[config.mk]
export PLATFORM = sky130hd
export DESIGN_NAME = lsu
export DESIGN_NICKNAME = d
export VERILOG_FILES = /design/src/rtl/lsu_pkg.sv /design/src/rtl/lsu_lane.sv /design/src/rtl/lsu.sv
export SDC_FILE = /design/constraint.sdc
export NUM_CORES = 1
export LEC_CHECK = 0
export CORE_MARGIN = 2
export CORE_UTILIZATION = 25
export CTS_BUF_LIST = sky130_fd_sc_hd__clkbuf_4 sky130_fd_sc_hd__clkbuf_8
export DETAILED_ROUTE_END_ITERATION = 12
export HOLD_SLACK_MARGIN = 0.05
export PLACE_DENSITY = 0.48
export RECOVER_POWER = 25
export SYNTH_ARGS = -nofsm -noshare
export SYNTH_HDL_FRONTEND = slang
export SYNTH_HIERARCHICAL = 1
export SYNTH_SLANG_ARGS = --single-unit
[constraint.sdc]
create_clock -name clk -period 7.32 [get_ports clk]
set_input_delay 2.196 -clock clk [delete_from_list [all_inputs] [get_ports clk]]
set_output_delay 2.196 -clock clk [all_outputs]
set_load 0.05 [all_outputs]
[src/rtl/lsu_pkg.sv]
// Shared definitions for the load/store unit: lsu_op field layout, size/kind codes,
// FSM state encoding and small decode helpers.
package lsu_pkg;

    localparam int OP_SZ_LSB   = 0;
    localparam int OP_UNS_BIT  = 2;
    localparam int OP_KIND_LSB = 3;

    localparam logic [1:0] SZ_B = 2'b00;
    localparam logic [1:0] SZ_H = 2'b01;
    localparam logic [1:0] SZ_W = 2'b10;

    localparam logic [1:0] K_PASS  = 2'b00;
    localparam logic [1:0] K_LOAD  = 2'b01;
    localparam logic [1:0] K_STORE = 2'b10;

    typedef enum logic [1:0] {
        S_IDLE = 2'b00,
        S_REQ  = 2'b01,
        S_WAIT = 2'b10,
        S_DONE = 2'b11
    } state_t;

    // The reserved encodings fold onto word size and pass-through kind.
    function automatic logic [1:0] op_size(input logic [1:0] sz);
        return (sz == 2'b11) ? SZ_W : sz;
    endfunction

    function automatic logic [1:0] op_kind(input logic [1:0] k);
        return (k == K_LOAD || k == K_STORE) ? k : K_PASS;
    endfunction

    function automatic logic is_misaligned(input logic [1:0] sz, input logic [1:0] lo);
        return ((sz == SZ_H) && lo[0]) || ((sz == SZ_W) && (lo != 2'b00));
    endfunction

endpackage

[src/rtl/lsu_lane.sv]
// Byte-lane logic for the LSU: store mask/data replication and load extract/extend.
// Misaligned offsets are pulled down to the natural boundary of the access size.
module lsu_lane
    import lsu_pkg::*;
#(
    parameter int DW = 32
) (
    input  logic [1:0]    addr_lo,
    input  logic [1:0]    size,
    input  logic          uns,
    input  logic [DW-1:0] store_data,
    input  logic [DW-1:0] rdata,
    output logic [3:0]    wmask,
    output logic [DW-1:0] wdata,
    output logic [DW-1:0] ldata
);

    logic [1:0]    off;
    logic [DW-1:0] r;

    always_comb begin
        off   = addr_lo;
        wmask = 4'b1111;
        wdata = store_data;
        if (is_misaligned(size, addr_lo)) begin
            off = (size == SZ_H) ? {addr_lo[1], 1'b0} : 2'b00;
        end
        r     = rdata >> {off, 3'b000};
        ldata = r;
        case (size)
            SZ_B: begin
                wmask = 4'b0001 << off;
                wdata = {4{store_data[7:0]}};
                ldata = uns ? {{(DW-8){1'b0}}, r[7:0]} : {{(DW-8){r[7]}}, r[7:0]};
            end
            SZ_H: begin
                wmask = 4'b0011 << off;
                wdata = {2{store_data[15:0]}};
                ldata = uns ? {{(DW-16){1'b0}}, r[15:0]} : {{(DW-16){r[15]}}, r[15:0]};
            end
            default: begin
                wmask = 4'b1111;
                wdata = store_data;
                ldata = r;
            end
        endcase
    end

endmodule

[src/rtl/lsu.sv]
// Load/store stage: one outstanding word-aligned memory request, one writeback beat per op.
// Define LSU_MISALIGN_TRAP_EN to fault misaligned accesses instead of forcing them aligned.
module lsu
    import lsu_pkg::*;
#(
    parameter int AW = 32,
    parameter int DW = 32
) (
    input  logic          clk,
    input  logic          rst,
    input  logic          in_valid,
    output logic          in_ready,
    input  logic [DW-1:0] exu_data,
    input  logic [DW-1:0] store_data,
    input  logic [4:0]    lsu_op,
    output logic          mem_req_valid,
    input  logic          mem_req_ready,
    output logic          mem_req_wen,
    output logic [AW-1:0] mem_req_addr,
    output logic [DW-1:0] mem_req_wdata,
    output logic [3:0]    mem_req_wmask,
    input  logic          mem_resp_valid,
    input  logic [DW-1:0] mem_resp_rdata,
    output logic          wb_valid,
    input  logic          wb_ready,
    output logic [DW-1:0] wb_data,
    output logic          wb_fault
);

    state_t        state_q, state_d;
    logic [1:0]    lo_q, lo_d;
    logic [4:0]    op_q, op_d;
    logic [AW-1:0] req_addr_q, req_addr_d;
    logic [DW-1:0] req_wdata_q, req_wdata_d;
    logic [3:0]    req_wmask_q, req_wmask_d;
    logic          req_wen_q, req_wen_d;
    logic [DW-1:0] wb_data_q, wb_data_d;

    logic          in_sel;
    logic [1:0]    lane_lo;
    logic [4:0]    lane_op;
    logic [3:0]    lane_wmask;
    logic [DW-1:0] lane_wdata;
    logic [DW-1:0] lane_ldata;
    logic [1:0]    kind_in;
    logic [1:0]    kind_q;

    // In IDLE the lane decodes the incoming op to build the request; afterwards the latched op.
    assign in_sel  = (state_q == S_IDLE);
    assign lane_lo = in_sel ? exu_data[1:0] : lo_q;
    assign lane_op = in_sel ? lsu_op : op_q;
    assign kind_in = op_kind(lsu_op[OP_KIND_LSB +: 2]);
    assign kind_q  = op_kind(op_q[OP_KIND_LSB +: 2]);

    lsu_lane #(.DW(DW)) u_lane (
        .addr_lo    (lane_lo),
        .size       (op_size(lane_op[OP_SZ_LSB +: 2])),
        .uns        (lane_op[OP_UNS_BIT]),
        .store_data (store_data),
        .rdata      (mem_resp_rdata),
        .wmask      (lane_wmask),
        .wdata      (lane_wdata),
        .ldata      (lane_ldata)
    );

`ifdef LSU_MISALIGN_TRAP_EN
    logic wb_fault_q, wb_fault_d;
    logic misal_in;
    assign misal_in = is_misaligned(op_size(lsu_op[OP_SZ_LSB +: 2]), exu_data[1:0]);
    assign wb_fault = wb_fault_q;
`else
    assign wb_fault = 1'b0;
`endif

    always_comb begin
        state_d     = state_q;
        lo_d        = lo_q;
        op_d        = op_q;
        req_addr_d  = req_addr_q;
        req_wdata_d = req_wdata_q;
        req_wmask_d = req_wmask_q;
        req_wen_d   = req_wen_q;
        wb_data_d   = wb_data_q;
`ifdef LSU_MISALIGN_TRAP_EN
        wb_fault_d  = wb_fault_q;
`endif
        case (state_q)
            S_IDLE: begin
                if (in_valid) begin
                    lo_d        = exu_data[1:0];
                    op_d        = lsu_op;
                    req_addr_d  = {exu_data[AW-1:2], 2'b00};
                    req_wdata_d = lane_wdata;
                    req_wmask_d = (kind_in == K_STORE) ? lane_wmask : 4'b0000;
                    req_wen_d   = (kind_in == K_STORE);
`ifdef LSU_MISALIGN_TRAP_EN
                    wb_fault_d  = misal_in && (kind_in != K_PASS);
`endif
                    if (kind_in == K_PASS) begin
                        wb_data_d = exu_data;
                        state_d   = S_DONE;
                    end
`ifdef LSU_MISALIGN_TRAP_EN
                    else if (misal_in) begin
                        wb_data_d = exu_data;
                        state_d   = S_DONE;
                    end
`endif
                    else begin
                        state_d = S_REQ;
                    end
                end
            end
            S_REQ: begin
                if (mem_req_ready) begin
                    state_d = S_WAIT;
                end
            end
            S_WAIT: begin
                if (mem_resp_valid) begin
                    wb_data_d = (kind_q == K_LOAD) ? lane_ldata : '0;
                    state_d   = S_DONE;
                end
            end
            S_DONE: begin
                if (wb_ready) begin
                    state_d = S_IDLE;
                end
            end
            default: state_d = S_IDLE;
        endcase
    end

    always_ff @(posedge clk) begin
        if (rst) begin
            state_q     <= S_IDLE;
            lo_q        <= '0;
            op_q        <= '0;
            req_addr_q  <= '0;
            req_wdata_q <= '0;
            req_wmask_q <= '0;
            req_wen_q   <= 1'b0;
            wb_data_q   <= '0;
`ifdef LSU_MISALIGN_TRAP_EN
            wb_fault_q  <= 1'b0;
`endif
        end else begin
            state_q     <= state_d;
            lo_q        <= lo_d;
            op_q        <= op_d;
            req_addr_q  <= req_addr_d;
            req_wdata_q <= req_wdata_d;
            req_wmask_q <= req_wmask_d;
            req_wen_q   <= req_wen_d;
            wb_data_q   <= wb_data_d;
`ifdef LSU_MISALIGN_TRAP_EN
            wb_fault_q  <= wb_fault_d;
`endif
        end
    end

    assign in_ready      = (state_q == S_IDLE);
    assign mem_req_valid = (state_q == S_REQ);
    assign wb_valid      = (state_q == S_DONE);
    assign mem_req_wen   = req_wen_q;
    assign mem_req_addr  = req_addr_q;
    assign mem_req_wdata = req_wdata_q;
    assign mem_req_wmask = req_wmask_q;
    assign wb_data       = wb_data_q;

endmodule

* Word-level counts from Yosys, hierarchy flattened
Cells that the tools add are included.
** Operators by class
- Eq/ne operators :: 17
- Reductions and logical operators :: 13
- Multiplexer cells :: 24
- Shift-type cells :: 3
** Operators with widths (number)
- $mux 32 :: 6
- $pmux 32 s2 :: 3
- $shr 32x5->32 :: 1
- $mux 2 :: 11
- $eq 2x2->1 const B :: 7
- $eq 2x1->1 const B :: 5
- $pmux 2 s4 :: 1
- $pmux 4 s2 :: 1
- $reduce_and 4->1 :: 2
- $logic_not 2->1 :: 3
- $ne 2x1->1 const B :: 3
- $mux 4 :: 1
- $ne 2x2->1 const B :: 2
- $reduce_bool 2->1 :: 2
- $shl 1x2->4 const A :: 1
- $shl 2x2->4 const A :: 1
- $logic_or 1x1->1 :: 3
- $mux 3 :: 1
- $logic_and 1x1->1 :: 2
- $reduce_and 2->1 :: 1
** Storage, ports and cells
- Bits of input ports :: 107
- Register bits :: 108

* Logic depth before layout (Yosys ltp)
Gate-level depths: netlist (run 1).
- Depth in word-level cells :: 14
- Depth in mapped cells :: 14
- Gate-level depth less buffers :: 11

* By module
Netlist (run 1), hierarchy kept.
** Modules (own cells, without submodules)
- lsu :: seq. area each 2162.1 um^2, instances 1, area each 4610.7 um^2, cells an instance 544
- lsu_lane :: seq. area each 0.0 um^2, instances 1, area each 1432.6 um^2, cells an instance 230

* Worst setup path before layout (run 1)
OpenSTA, ideal clock, no wires.
- Path type :: in2reg
- From :: in lsu_op[1]
- To :: reg wb_data_q[22] (netlist: wb_data[22])
- Path slack :: 3.232 ns
- Library setup time :: 0.146 ns
- Arrival time :: 3.942 ns
- Data required time :: 7.174 ns
- Path buffers :: 2
- Stages :: 11
- Cells stage by stage :: mux2_1 -> nor2_1 -> nand2b_1 -> buf_4 -> nand2_4 -> o21a_2 -> buf_2 -> a21oi_1 -> nand2_2 -> a21oi_1 -> a211oi_2
** Between the ends
- Longest elaborated chain between the ends :: 13
- Elaborated cells on any way between the ends :: 18
- Those cells by class :: eq/ne: 3; shift: 1; mux: 10; reduce/logical: 4
** Ends and longest elaborated chain
- start: declaration :: line lsu.sv:15 : input logic [4:0] lsu_op,
- $mux 3 * :: line lsu.sv:51 : assign lane_op = in_sel ? lsu_op : op_q;
- $eq 2x2->1 :: line lsu_pkg.sv:26 : return (sz == 2'b11) ? SZ_W : sz;
- $mux 2 * :: line lsu_pkg.sv:26
- $eq 2x1->1 / $eq 2x2->1 (equally long branches) :: line lsu_pkg.sv:34, lsu_lane.sv:26, lsu_lane.sv:30
- $logic_and 1x1->1 :: line lsu_pkg.sv:34 : return ((sz == SZ_H) && lo[0]) || ((sz == SZ_W) && (lo != 2'b00));
- $logic_or 1x1->1 :: line lsu_pkg.sv:34
- $mux 2 :: line lsu_lane.sv:25 : if (is_misaligned(size, addr_lo)) begin
- $shr 32x5->32 :: line lsu_lane.sv:28 : r = rdata >> {off, 3'b000};
- $mux 32, on equally long branches :: line lsu_lane.sv:39, lsu_lane.sv:34
- $pmux 32 s2 * :: line lsu_lane.sv:30 : case (size)
- named net lane_ldata[22] :: line lsu.sv:44 : logic [DW-1:0] lane_ldata;
- $mux 32 * :: line lsu.sv:121 : wb_data_d = (kind_q == K_LOAD) ? lane_ldata : '0;
- $mux 32 * :: line lsu.sv:120 : if (mem_resp_valid) begin
- $pmux 32 s2 * :: line lsu.sv:87 : case (state_q)
- end signal: assignment :: line lsu.sv:155 : wb_data_q <= wb_data_d;
- end: declaration :: line lsu.sv:37 : logic [DW-1:0] wb_data_q, wb_data_d;
Mark *: on every way through the listed nets, which the timed path passes. The rest lies on a longest branch. The select of a mux whose other input is x is not followed.
A chain may end at the register's enable or synchronous reset.

* Final worst setup path (run 1)
- From :: in in_valid
- To :: reg req_wdata_q[7] (netlist: mem_req_wdata[7])
** Between the ends
- Longest elaborated chain between the ends :: 1
** Ends and longest elaborated chain
- start: declaration :: line lsu.sv:11 : input logic in_valid,
- $reduce_and 2->1 (no line)
- end signal: assignment :: line lsu.sv:152 : req_wdata_q <= req_wdata_d;
- end: declaration :: line lsu.sv:34 : logic [DW-1:0] req_wdata_q, req_wdata_d;
No other way between the ends.

==> metrics.md, run 1 <==
| Metric | Value |
|---|---|
| Final setup fails | `0` |
| Tot GR Track Use | `17.21%` |
| Final Skew | `0.01213 ns` |
| Core area | `23610 sq um` |
| CTS max path bufs | `2` |
| Worst skew pair latency | `0.40 ns` |
| Reg clk slew, reported paths | `0.12 ns` |
| FMAX | `202.6 MHz` |
| Placer congestion estimate | `0.8636` |
| Routed Antenna Nets | `0` |
| Warnings from Yosys | `6` |
| Hold Path Sink | `mem_req_addr[6]` |
| Yosys reg bits | `108` |
| Cells on worst reg2reg path | `12` |
| H-tree level count | `3` |
| Synthesized instance count | `774` |
| 1st-pass router iterations | `4` |
| Post-cts sizing count | `0` |
| Synth-to-Final Area Change | `38.20%` |
| Worst hold start | `mem_req_addr[6]` |
| Tcrit/Tclk final | `67.44%` |
| Seq/Total Area, Yosys | `35.78%` |
| Post-DR wirelength/cell | `18.01 um` |
| Global-route wire length before repair | `34370 um` |
| Run status | `finished, violations left` |
| Die Area | `25430 sq um` |
| Async S/R FF share, synth | `0%` |
| Die width | `159.5 um` |
| Dpl cells | `1229` |
| CTS tree | `yes` |
| TritonCTS buffer count | `9` |
| Number of synthesized flops with an enable pin | `0` |
| P_leak | `0.003002 uW` |
| Via density per instance | `4.737` |
| Max-cap violations | `2` |
| Initial core utilization | `25.59%` |
| Slew Limit Headroom | `-34.92%` |
| CP max FO | `41` |
| Post-DP HPWL | `15830 um` |
| Non-Filler Instances | `1245` |
| Root Driver | `clkbuf_8` |
| Critical path type | `in2reg` |
| Worst R2R Start | `state_q[1]` |
| Num rows | `56` |
| Layout cell share with drive strength beyond 1 | `10.26%` |
| Vias | `5898` |
| Die boundary height | `159.5 um` |
| R2r setup slk | `3.61 ns` |
| Failing checks | `max-capacitance violations, max-slew violations` |
| Clock sink total | `108` |
| Yosys top cell area share | `35.78%` |
| Kind of start point of the critical path | `primary input` |
| VDD IR max | `0.2169 mV` |
| Final WL | `22420 um` |
| Synth cell count leaders | `nand2_1, a21oi_1, dfxtp_1` |
| Post-CTS Setup Bufs | `0` |
| Post-route DRC violation count | `0` |
| Drt initial violations | `311` |
| Synth cell types | `51` |
| Worst-margin pin slew | `2.023 ns` |
| CTS Hold Bufs | `0` |
| Fin. max-slew vios | `72` |
| Top FF cell, synth | `dfxtp_1` |
| Arrival @ worst endpoint | `5.27 ns` |
| Hold path depth | `2` |
| Pwr Density | `410.6 nW/um^2` |
| IO Pins | `212` |
| Top cells by area, synth | `dfxtp_1, a21oi_1, nand2_1` |
| Overflow after GRT | `0` |
| Synth Area per Inst | `7.808 sq um` |
| Nets | `1034` |
| Cell Area, Synth | `6043 sq um` |
| Critical path launch point | `in_valid` |
| Antenna cell count | `0` |
| Vias in the first global route | `5624` |
| Largest net degree at the start of global routing | `73` |
| Initial antenna violation count | `0` |
| CP required | `7.65 ns` |
| PortBufs | `208` |
| CP Capture Type | `flip-flop` |
| Hold Vio Cnt, Final | `0` |
| Cell taking the most area after synthesis | `dfxtp_1` |
| Min Tclk post-route | `4.936 ns` |
| RSZ-0062 raised after global routing | `false` |
| Reg2reg end | `wb_data[15]` |
| Setup TNS Final | `0 ns` |
| Cell with the most instances after synthesis | `nand2_1` |
| Worst Hold Class | `reg2reg` |
==> power by group <==
| part | switching (uW) | internal, uW |
|---|---|---|
| clock | 244 | 164 |
| sequential | 82.9 | 739 |
| combinational | 1460 | 740 |
| total | 1790 | 1640 |
==> per-stage QoR <==
stage	power [uW]	util (%)	setup slack [ns]	hold WS, ns	area (sq um)
5_1_grt	3665	35.37	2.043	0.4701	8352
3_3_place_gp	3058	34.52	2.057	0.4382	8150
2_1_floorplan	2484	-	3.232	0.4321	6051
3_5_place_dp	3061	34.52	2.019	0.4428	8150
6_report	3429	35.37	2.384	0.4567	8352
4_1_cts	3485	35.39	2.423	0.4596	8357
==> worst max-delay path: stages <==
cell	delay (ns)
dlygate4sd3_1	0.58
and2_0	1.51
buf_4	0.63
nand2_1	0.18
a21oi_1	0.15
==> layout by cell type, fill, tap and decap left out, types with 2 or more instances in the layout <==
cell type        synthesis  layout
clkdlybuf4s50_1          0     185
nand2_1                181     180
a21oi_1                137     137
dfxtp_1                108     108
a31oi_1                 39      39
a211oi_2                31      31
nor2b_1                 30      30
dlygate4sd3_1            0      22
a211oi_1                19      19
o21ai_0                 18      18
mux2_2                  16      17
nor2_1                  13      12
nand2_2                 10      11
mux2i_1                 10      10
clkbuf_8                 0       9
buf_4                   13       9
and3_1                   8       8
inv_1                    7       7
nand3_1                  7       7
nand2b_1                 6       6
ha_1                     6       6
a22o_1                   5       5
mux2_1                   4       3
and2b_1                  3       3
conb_1                   1       3
o2bb2ai_1                3       3
a41oi_1                  2       2
clkinvlp_4               0       2
inv_6                    0       2
a21boi_0                 2       2
a21o_1                   2       2
o21bai_1                 2       2
and2_1                   3       2
==> registers in the layout (all words and copies together), names as in the netlist <==
signal	flops
wb_data	32
state_q	2
lo_q	2
mem_req_addr	30
mem_req_wdata	32
mem_req_wmask	4
mem_req_wen	1
op_q	5
==> metal layers <==
| metal | global-route usage (%) | wire, um | up-vias |
|---|---|---|---|
| met5 | 0 | 0 | - |
| met4 | 4.711 | 325 | 0 |
| met3 | 2.917 | 1019 | 18 |
| met2 | 27.35 | 10360 | 157 |
| met1 | 24.01 | 10710 | 2749 |
| li1 | - | - | 2974 |
==> kinds of logic (layout without fill, tap and decap cells) <==
kind of cell | count (synthesis) | after routing | synth area share [%]
buffers and inverters | 90 | 240 | 8.012
and+or+nand+nor | 273 | 273 | 20.66
adders and majority gates | 6 | 6 | 1.242
muxes | 31 | 31 | 5.631
AOI/OAI and AO/OA | 265 | 265 | 28.61
other | 1 | 3 | 0.06205
DFF | 108 | 108 | 35.78
==> cell type report <==
type                            instances  area (sq um)
Fill cell                            2496         15260
Multi-Input combinational cell        578          3415
Sequential cell                       108          2162
Clock inverter                          7         82.58
Timing Repair Buffer                  217          2143
Tap cell                              319         399.1
Clock buffer                            9         123.9
Inverter                                7         26.28
==> worst max path at each step <==
stage	to	slack [ns]	cells after the start
after floorplan	wb_data[22]	3.23	11
final	mem_req_wdata[7]	2.38	5
after CTS	wb_data[15]	2.42	11
after global routing	mem_req_wdata[7]	2.04	5
after detailed placement	wb_data[15]	2.02	11
after global placement	wb_data[15]	2.06	11
No activity file was read; power rests on OpenSTA's default activity.
==> run 2: changes to the inputs <==
clock period = 4.6 ns   (was 7.32 ns; I/O delays follow)
==> run 2 against run 1 <==
Compared with the run above: the run still ends with max-capacitance violations, max-slew violations left; wire length up 1.9%; via count up 0.85%; clock skew up 0.00057 ns; power up 60%; die area unchanged; global-route usage up 0.25 points; design area up 0.61%; largest cell class unchanged; critical path depth up 5; non-clock buffer count up 5; sequential power up 59%; combinational power up 62%.
==> metrics.md, run 2 (synthesized netlist as in run 1, its figures left out) <==
| Metric | Value |
|---|---|
| Run status | `finished, violations left (unchanged)` |
| Failing checks | `max-capacitance violations, max-slew violations (unchanged)` |
| Reg area | `2162 sq um (unchanged)` |
| Multi-input gate area | `3413 sq um (was 3415 sq um)` |
| Global-route wire length before repair | `35070 um (was 34370 um)` |
| RSZ-0062 raised after global routing | `false (unchanged)` |
| Initial core utilization | `25.59% (unchanged)` |
| CTS tree | `yes (unchanged)` |
| 1st-pass router iterations | `5 (was 4)` |
| Largest net degree at the start of global routing | `69 (was 73)` |
| Final Worst Setup Slack | `0.7346 ns (was 2.384 ns)` |
| H-tree level count | `3 (unchanged)` |
| Commonest non-fill, non-tap cell in the layout | `clkdlybuf4s50_1 (unchanged)` |
| FILL cells | `2507 (was 2496)` |
| Cells on worst reg2reg path | `11 (was 12)` |
| Layout cell share with drive strength beyond 1 | `10.74% (was 10.26%)` |
| CTS Hold Bufs | `0 (unchanged)` |
| Final WL | `22840 um (was 22420 um)` |
| Clock sink total | `108 (unchanged)` |
| Synth-to-Final Area Change | `39.05% (was 38.20%)` |
| Min Tclk post-route | `3.865 ns` |
| Cell family with most CP delay | `compound AO/OA/AOI/OAI gates (was simple AND/OR/NAND/NOR gates)` |
| Post-DP HPWL | `16210 um (was 15830 um)` |
| Stages on the worst setup path | `10 (was 5)` |
| IO Pins | `212 (unchanged)` |
| Worst R2R Start | `state_q[0] (was state_q[1])` |
| Pwr Density | `654.3 nW/um^2 (was 410.6 nW/um^2)` |
| Fin. max-slew vios | `36 (was 72)` |
| Root Driver | `clkbuf_8 (unchanged)` |
| Via density per instance | `4.758 (was 4.737)` |
| Worst skew pair latency | `0.39 ns (was 0.40 ns)` |
| Worst Hold Class | `reg2reg (unchanged)` |
| CP max FO | `24 (was 41)` |
| Worst path slowest cell | `clkdlybuf4s50_1 (was and2_0)` |
| Final Skew | `0.01270 ns (was 0.01213 ns)` |
| P_leak | `0.002968 uW (was 0.003002 uW)` |
| Post-CTS Setup Bufs | `0 (unchanged)` |
| Tcrit/Tclk final | `84.03%` |
| Critical path launch point | `lsu_op[1] (was in_valid)` |
| VDD IR max | `0.3087 mV (was 0.2169 mV)` |
| Antenna cell count | `0 (unchanged)` |
| FMAX | `258.7 MHz` |
| Kind of start point of the critical path | `primary input (unchanged)` |
| Overflow after GRT | `0 (unchanged)` |
| Routed Antenna Nets | `0 (unchanged)` |
| Reg clk slew, reported paths | `0.11 ns (was 0.12 ns)` |
| CP Capture Type | `flip-flop (unchanged)` |
| Slew Limit Headroom | `-18.84% (was -34.92%)` |
| Commonest non-fill, non-tap cells in the layout | `clkdlybuf4s50_1, nand2_1, a21oi_1 (unchanged)` |
| Critical path, cell by cell | `clkdlybuf4s50_1 > mux2_2 > buf_4 > nand2b_1 > nand2_4 > a211oi_2 > a211o_4 > o41ai_1 > a21oi_1 > a211oi_2 (was dlygate4sd3_1 > and2_0 > buf_4 > nand2_1 > a21oi_1)` |
| Setup TNS Final | `0 ns (unchanged)` |
| Vias | `5948 (was 5898)` |
| Hold path depth | `2 (unchanged)` |
| Num rows | `56 (unchanged)` |
| Post-DR wirelength/cell | `18.27 um (was 18.01 um)` |
| CTS max path bufs | `2 (unchanged)` |
| TritonCTS buffer count | `9 (unchanged)` |
| Core area | `23610 sq um (unchanged)` |
| Worst-margin pin slew | `1.783 ns (was 2.023 ns)` |
| Post-route DRC violation count | `0 (unchanged)` |
| DP Worst Slack | `0.3717 ns (was 2.019 ns)` |
| Nets | `1039 (was 1034)` |
| Initial antenna violation count | `1 (was 0)` |
| Die boundary height | `159.5 um (unchanged)` |
| Arrival @ worst endpoint | `4.11 ns (was 5.27 ns)` |
| PortBufs | `208 (unchanged)` |
| Final setup fails | `0 (unchanged)` |
| Top cell by count, worst path | `a211oi_2` |
| Placer congestion estimate | `0.8540 (was 0.8636)` |
| Vias in the first global route | `5707 (was 5624)` |
| Tot GR Track Use | `17.47% (was 17.21%)` |
| Die Area | `25430 sq um (unchanged)` |
| Slowest Stage Delay on Critical Path | `0.47 ns (was 1.51 ns)` |
| Critical path type | `in2reg (unchanged)` |
| Die width | `159.5 um (unchanged)` |
| Post-cts sizing count | `0 (unchanged)` |
| Hold Vio Cnt, Final | `0 (unchanged)` |
| CP Buf/Inv Count | `2 (unchanged)` |
| Worst hold start | `op_q[4] (was mem_req_addr[6])` |
| CP required | `4.85 ns (was 7.65 ns)` |
| Max-cap violations | `1 (was 2)` |
| Drt initial violations | `357 (was 311)` |
run 2: cell types whose count changed in the layout (fill, tap and decap cells not counted), moves of 2 or more:
| cell | before | now |
|---|---|---|
| buf_12 | 0 | 2 |
| buf_4 | 9 | 11 |
| clkdlybuf4s50_1 | 185 | 206 |
| dlygate4sd3_1 | 22 | 1 |
run 2: cell type report:
class,instances,share of cell area (%)
Multi-Input combinational cell,578,40.62
Timing Repair Buffer,222,26.22
Sequential cell,108,25.73
Tap cell,319,4.750
Clock buffer,9,1.474
Clock inverter,7,0.8934
Inverter,7,0.3127
run 2: worst min-delay path, cell delays in order (launching register included):
cell,delay [ns]
dfxtp_1,0.32
nand2_1,0.05
a21oi_1,0.05
run 2: path summary, 6_finish.rpt:
path         slack, ns     endpoint
max reg2reg       1.16  wb_data[15]
min reg2reg       0.46      op_q[4]
min               0.46      op_q[4]
max               0.73  wb_data[15]
run 2: stage by stage:
stage	utilization, %	area, sq um	hold slack, ns	cells	total power, uW
6_report	35.59	8403	0.4554	1250	5498
5_1_grt	35.59	8403	0.4781	1250	5863
4_1_cts	35.68	8424	0.4596	1250	5574
3_5_place_dp	34.83	8225	0.4433	1234	4933
3_3_place_gp	34.83	8225	0.4381	1234	4933
2_1_floorplan	-	6051	0.4321	776	3953
run 2: layer usage:
| layer | track usage (%) | routed length [um] | up-vias |
|---|---|---|---|
| met5 | 0 | 8 | - |
| met1 | 24.18 | 10830 | 2771 |
| met2 | 27.29 | 10490 | 169 |
| met4 | 4.876 | 352 | 2 |
| met3 | 3.803 | 1148 | 24 |
| li1 | - | - | 2982 |
run 2: power by group:
group | switching (uW) | internal [uW] | total (uW)
registers | 137 | 1180 | 1310
clock network | 364 | 254 | 618
logic | 2350 | 1220 | 3570
==> run 3: changes to the inputs <==
clock period = 3.8 ns   (was 4.6 ns; I/O delays follow)
==> run 3 against run 2 <==
Compared with the run above: the run now ends clean; via count shrank 0.10%; worst hold slack better by 0.0028 ns; core utilization is 0.45 points higher; wire length decreased by 0.63%; setup slack got worse by 0.26 ns; combinational power up 24%; first-iteration DRC count increased by 48%; count of clock-buffer cells in the layout unchanged; non-clock buffer count increased by 12; power is 24% higher; sequential share of layout area fell by 0.32 points; critical endpoint is now wb_data[31].
==> metrics.md, run 3 (synthesized netlist as in run 1, its figures left out) <==
| Metric | Value |
|---|---|
| Pwr Density | `798.5 nW/um^2 (was 654.3 nW/um^2)` |
| Critical path launch point | `lsu_op[1] (unchanged)` |
| Post-CTS Setup Bufs | `0 (unchanged)` |
| Dpl cells | `1246 (was 1234)` |
| Synth-to-Final Area Change | `40.81% (was 39.05%)` |
| Nets | `1051 (was 1039)` |
| Initial core utilization | `25.59% (unchanged)` |
| Post-route DRC violation count | `0 (unchanged)` |
| Stages on the worst setup path | `11 (was 10)` |
| Fin. max-slew vios | `0 (was 36)` |
| Initial antenna violation count | `1 (unchanged)` |
| Routed Antenna Nets | `0 (unchanged)` |
| Post-cts sizing count | `0 (unchanged)` |
| Setup TNS Final | `0 ns (unchanged)` |
| Max-cap violations | `0 (was 1)` |
| Tot GR Track Use | `17.50% (was 17.47%)` |
| Tcrit/Tclk final | `87.45%` |
| Cell family with most CP delay | `compound AO/OA/AOI/OAI gates (unchanged)` |
| Critical path type | `in2reg (unchanged)` |
| Global-route wire length before repair | `35000 um (was 35070 um)` |
| H-tree level count | `3 (unchanged)` |
| CP max FO | `23 (was 24)` |
| Reg clk slew, reported paths | `0.11 ns (about the same)` |
| Slowest Stage Delay on Critical Path | `0.45 ns (was 0.47 ns)` |
| CTS max path bufs | `2 (unchanged)` |
| Layout cell share with drive strength beyond 1 | `11.88% (was 10.74%)` |
| Fin Hold WS | `0.4582 ns (was 0.4554 ns)` |
| Commonest non-fill, non-tap cell in the layout | `clkdlybuf4s50_1 (unchanged)` |
| R2r setup slk | `0.77 ns (was 1.16 ns)` |
| Slew Limit Headroom | `25.12% (was -18.84%)` |
| Final Skew | `0.01829 ns (was 0.01270 ns)` |
| VDD IR max | `0.3720 mV (was 0.3087 mV)` |
| Clock sink total | `108 (unchanged)` |
| CP Buf/Inv Count | `3 (was 2)` |
| Critical path, cell by cell | `clkdlybuf4s50_1 > mux2_2 > buf_4 > nand2b_2 > a21boi_0 > a211oi_2 > a211o_4 > buf_4 > nand2_1 > a21oi_1 > a211oi_1 (was clkdlybuf4s50_1 > mux2_2 > buf_4 > nand2b_1 > nand2_4 > a211oi_2 > a211o_4 > o41ai_1 > a21oi_1 > a211oi_2)` |
| Placer congestion estimate | `0.8427 (was 0.8540)` |
| Post-route total power | `6795 uW (was 5498 uW)` |
| IO Pins | `212 (unchanged)` |
| DP Worst Slack | `0.06782 ns (was 0.3717 ns)` |
| Worst skew pair latency | `0.41 ns (was 0.39 ns)` |
| Overflow after GRT | `0 (unchanged)` |
| Post-DR wirelength/cell | `17.97 um (was 18.27 um)` |
| TritonCTS buffer count | `9 (unchanged)` |
| CTS tree | `yes (unchanged)` |
| Largest net degree at the start of global routing | `66 (was 69)` |
| Worst path slowest cell | `clkdlybuf4s50_1 (unchanged)` |
| CP Capture Point | `wb_data[31] (was wb_data[15])` |
| Min Tclk post-route | `3.323 ns` |
| CTS Hold Bufs | `0 (unchanged)` |
| Via density per instance | `4.705 (was 4.758)` |
| Worst R2R Start | `state_q[0] (unchanged)` |
| Arrival @ worst endpoint | `3.63 ns (was 4.11 ns)` |
| RSZ-0062 raised after global routing | `false (unchanged)` |
| Die Area | `25430 sq um (unchanged)` |
| Final setup fails | `0 (unchanged)` |
| CP required | `4.10 ns (was 4.85 ns)` |
| 1st-pass router iterations | `5 (unchanged)` |
| FMAX | `300.9 MHz` |
| Final WL | `22690 um (was 22840 um)` |
| Hold Vio Cnt, Final | `0 (unchanged)` |
| Num rows | `56 (unchanged)` |
| Run status | `complete, no violations (was finished, violations left)` |
| PortBufs | `208 (unchanged)` |
| Top cell by count, worst path | `buf_4 (was a211oi_2)` |
| Cells on worst reg2reg path | `12 (was 11)` |
| Commonest non-fill, non-tap cells in the layout | `clkdlybuf4s50_1, nand2_1, a21oi_1 (unchanged)` |
| Final Worst Setup Slack | `0.4771 ns (was 0.7346 ns)` |
| Post-DP HPWL | `16370 um (was 16210 um)` |
| Kind of start point of the critical path | `primary input (unchanged)` |
| Drt initial violations | `529 (was 357)` |
| Root Driver | `clkbuf_8 (unchanged)` |
| Reg2reg end | `wb_data[31] (was wb_data[15])` |
| CP Capture Type | `flip-flop (unchanged)` |
| Worst-margin pin slew | `1.123 ns (was 1.783 ns)` |
| Non-Filler Instances | `1263 (was 1250)` |
| Vias | `5942 (was 5948)` |
| Vias in the first global route | `5751 (was 5707)` |
| Worst Hold Class | `reg2reg (unchanged)` |
| Core area | `23610 sq um (unchanged)` |
| P_leak | `0.003042 uW (was 0.002968 uW)` |
| Die width | `159.5 um (unchanged)` |
| Die boundary height | `159.5 um (unchanged)` |
run 3: changes by cell type in the layout (fill, tap and decap cells not counted):
| cell | previous run | this run |
|---|---|---|
| clkbuf_2 | 1 | 2 |
| inv_6 | 1 | 4 |
| buf_12 | 2 | 3 |
| clkinvlp_4 | 3 | 0 |
| buf_4 | 11 | 21 |
| diode_2 | 0 | 1 |
run 3: stage by stage:
stage / cell area (sq um) / utilization (%)
after floorplan: 6051 / -
after global placement: 8328 / 35.27
after detailed placement: 8328 / 35.27
after CTS: 8531 / 36.13
after global routing: 8509 / 36.04
final: 8509 / 36.04
run 3: cell type report:
cell class | count | area, sq um
Timing Repair Buffer | 234 | 2303
Inverter | 7 | 26.28
Antenna cell | 1 | 2.502
Sequential cell | 108 | 2162
Multi-Input combinational cell | 578 | 3413
Tap cell | 319 | 399.1
Fill cell | 2544 | 15100
Clock inverter | 7 | 78.83
Clock buffer | 9 | 123.9
run 3: how the worst min path moves through the flow:
stage | startpoint | end | cells after the start
finish | mem_req_wmask[3] | mem_req_wmask[3] | 2
floorplan | op_q[4] | op_q[4] | 2
global placement | lo_q[0] | lo_q[0] | 2
detailed placement | lo_q[0] | lo_q[0] | 2
CTS | lo_q[0] | lo_q[0] | 2
global route | mem_req_wdata[27] | mem_req_wdata[27] | 2
run 3: per-layer routing:
layer	part of all wire [%]	vias up	wire length, um	track usage, %
met5	0	-	0	0
met2	46	183	10390	27.27
met3	5.1	23	1161	3.152
li1	-	3011	-	-
met4	1.8	0	404	5.248
met1	47	2725	10730	24.54
run 3: worst min-delay path, delay by kind of cell (launching register included):
family           cells  cell delay [ns]
AO/OA/AOI/OAI        1             0.05
AND/OR/NAND/NOR      1             0.05
flip-flops           1             0.33
run 3: report_power, final:
group / internal [uW] / leakage, uW / switching [uW]
logic: 1570 / 0.00205 / 2860
clock network: 315 / 0.000105 / 464
registers: 1420 / 0.000886 / 165
total: 3310 / 0.00304 / 3490
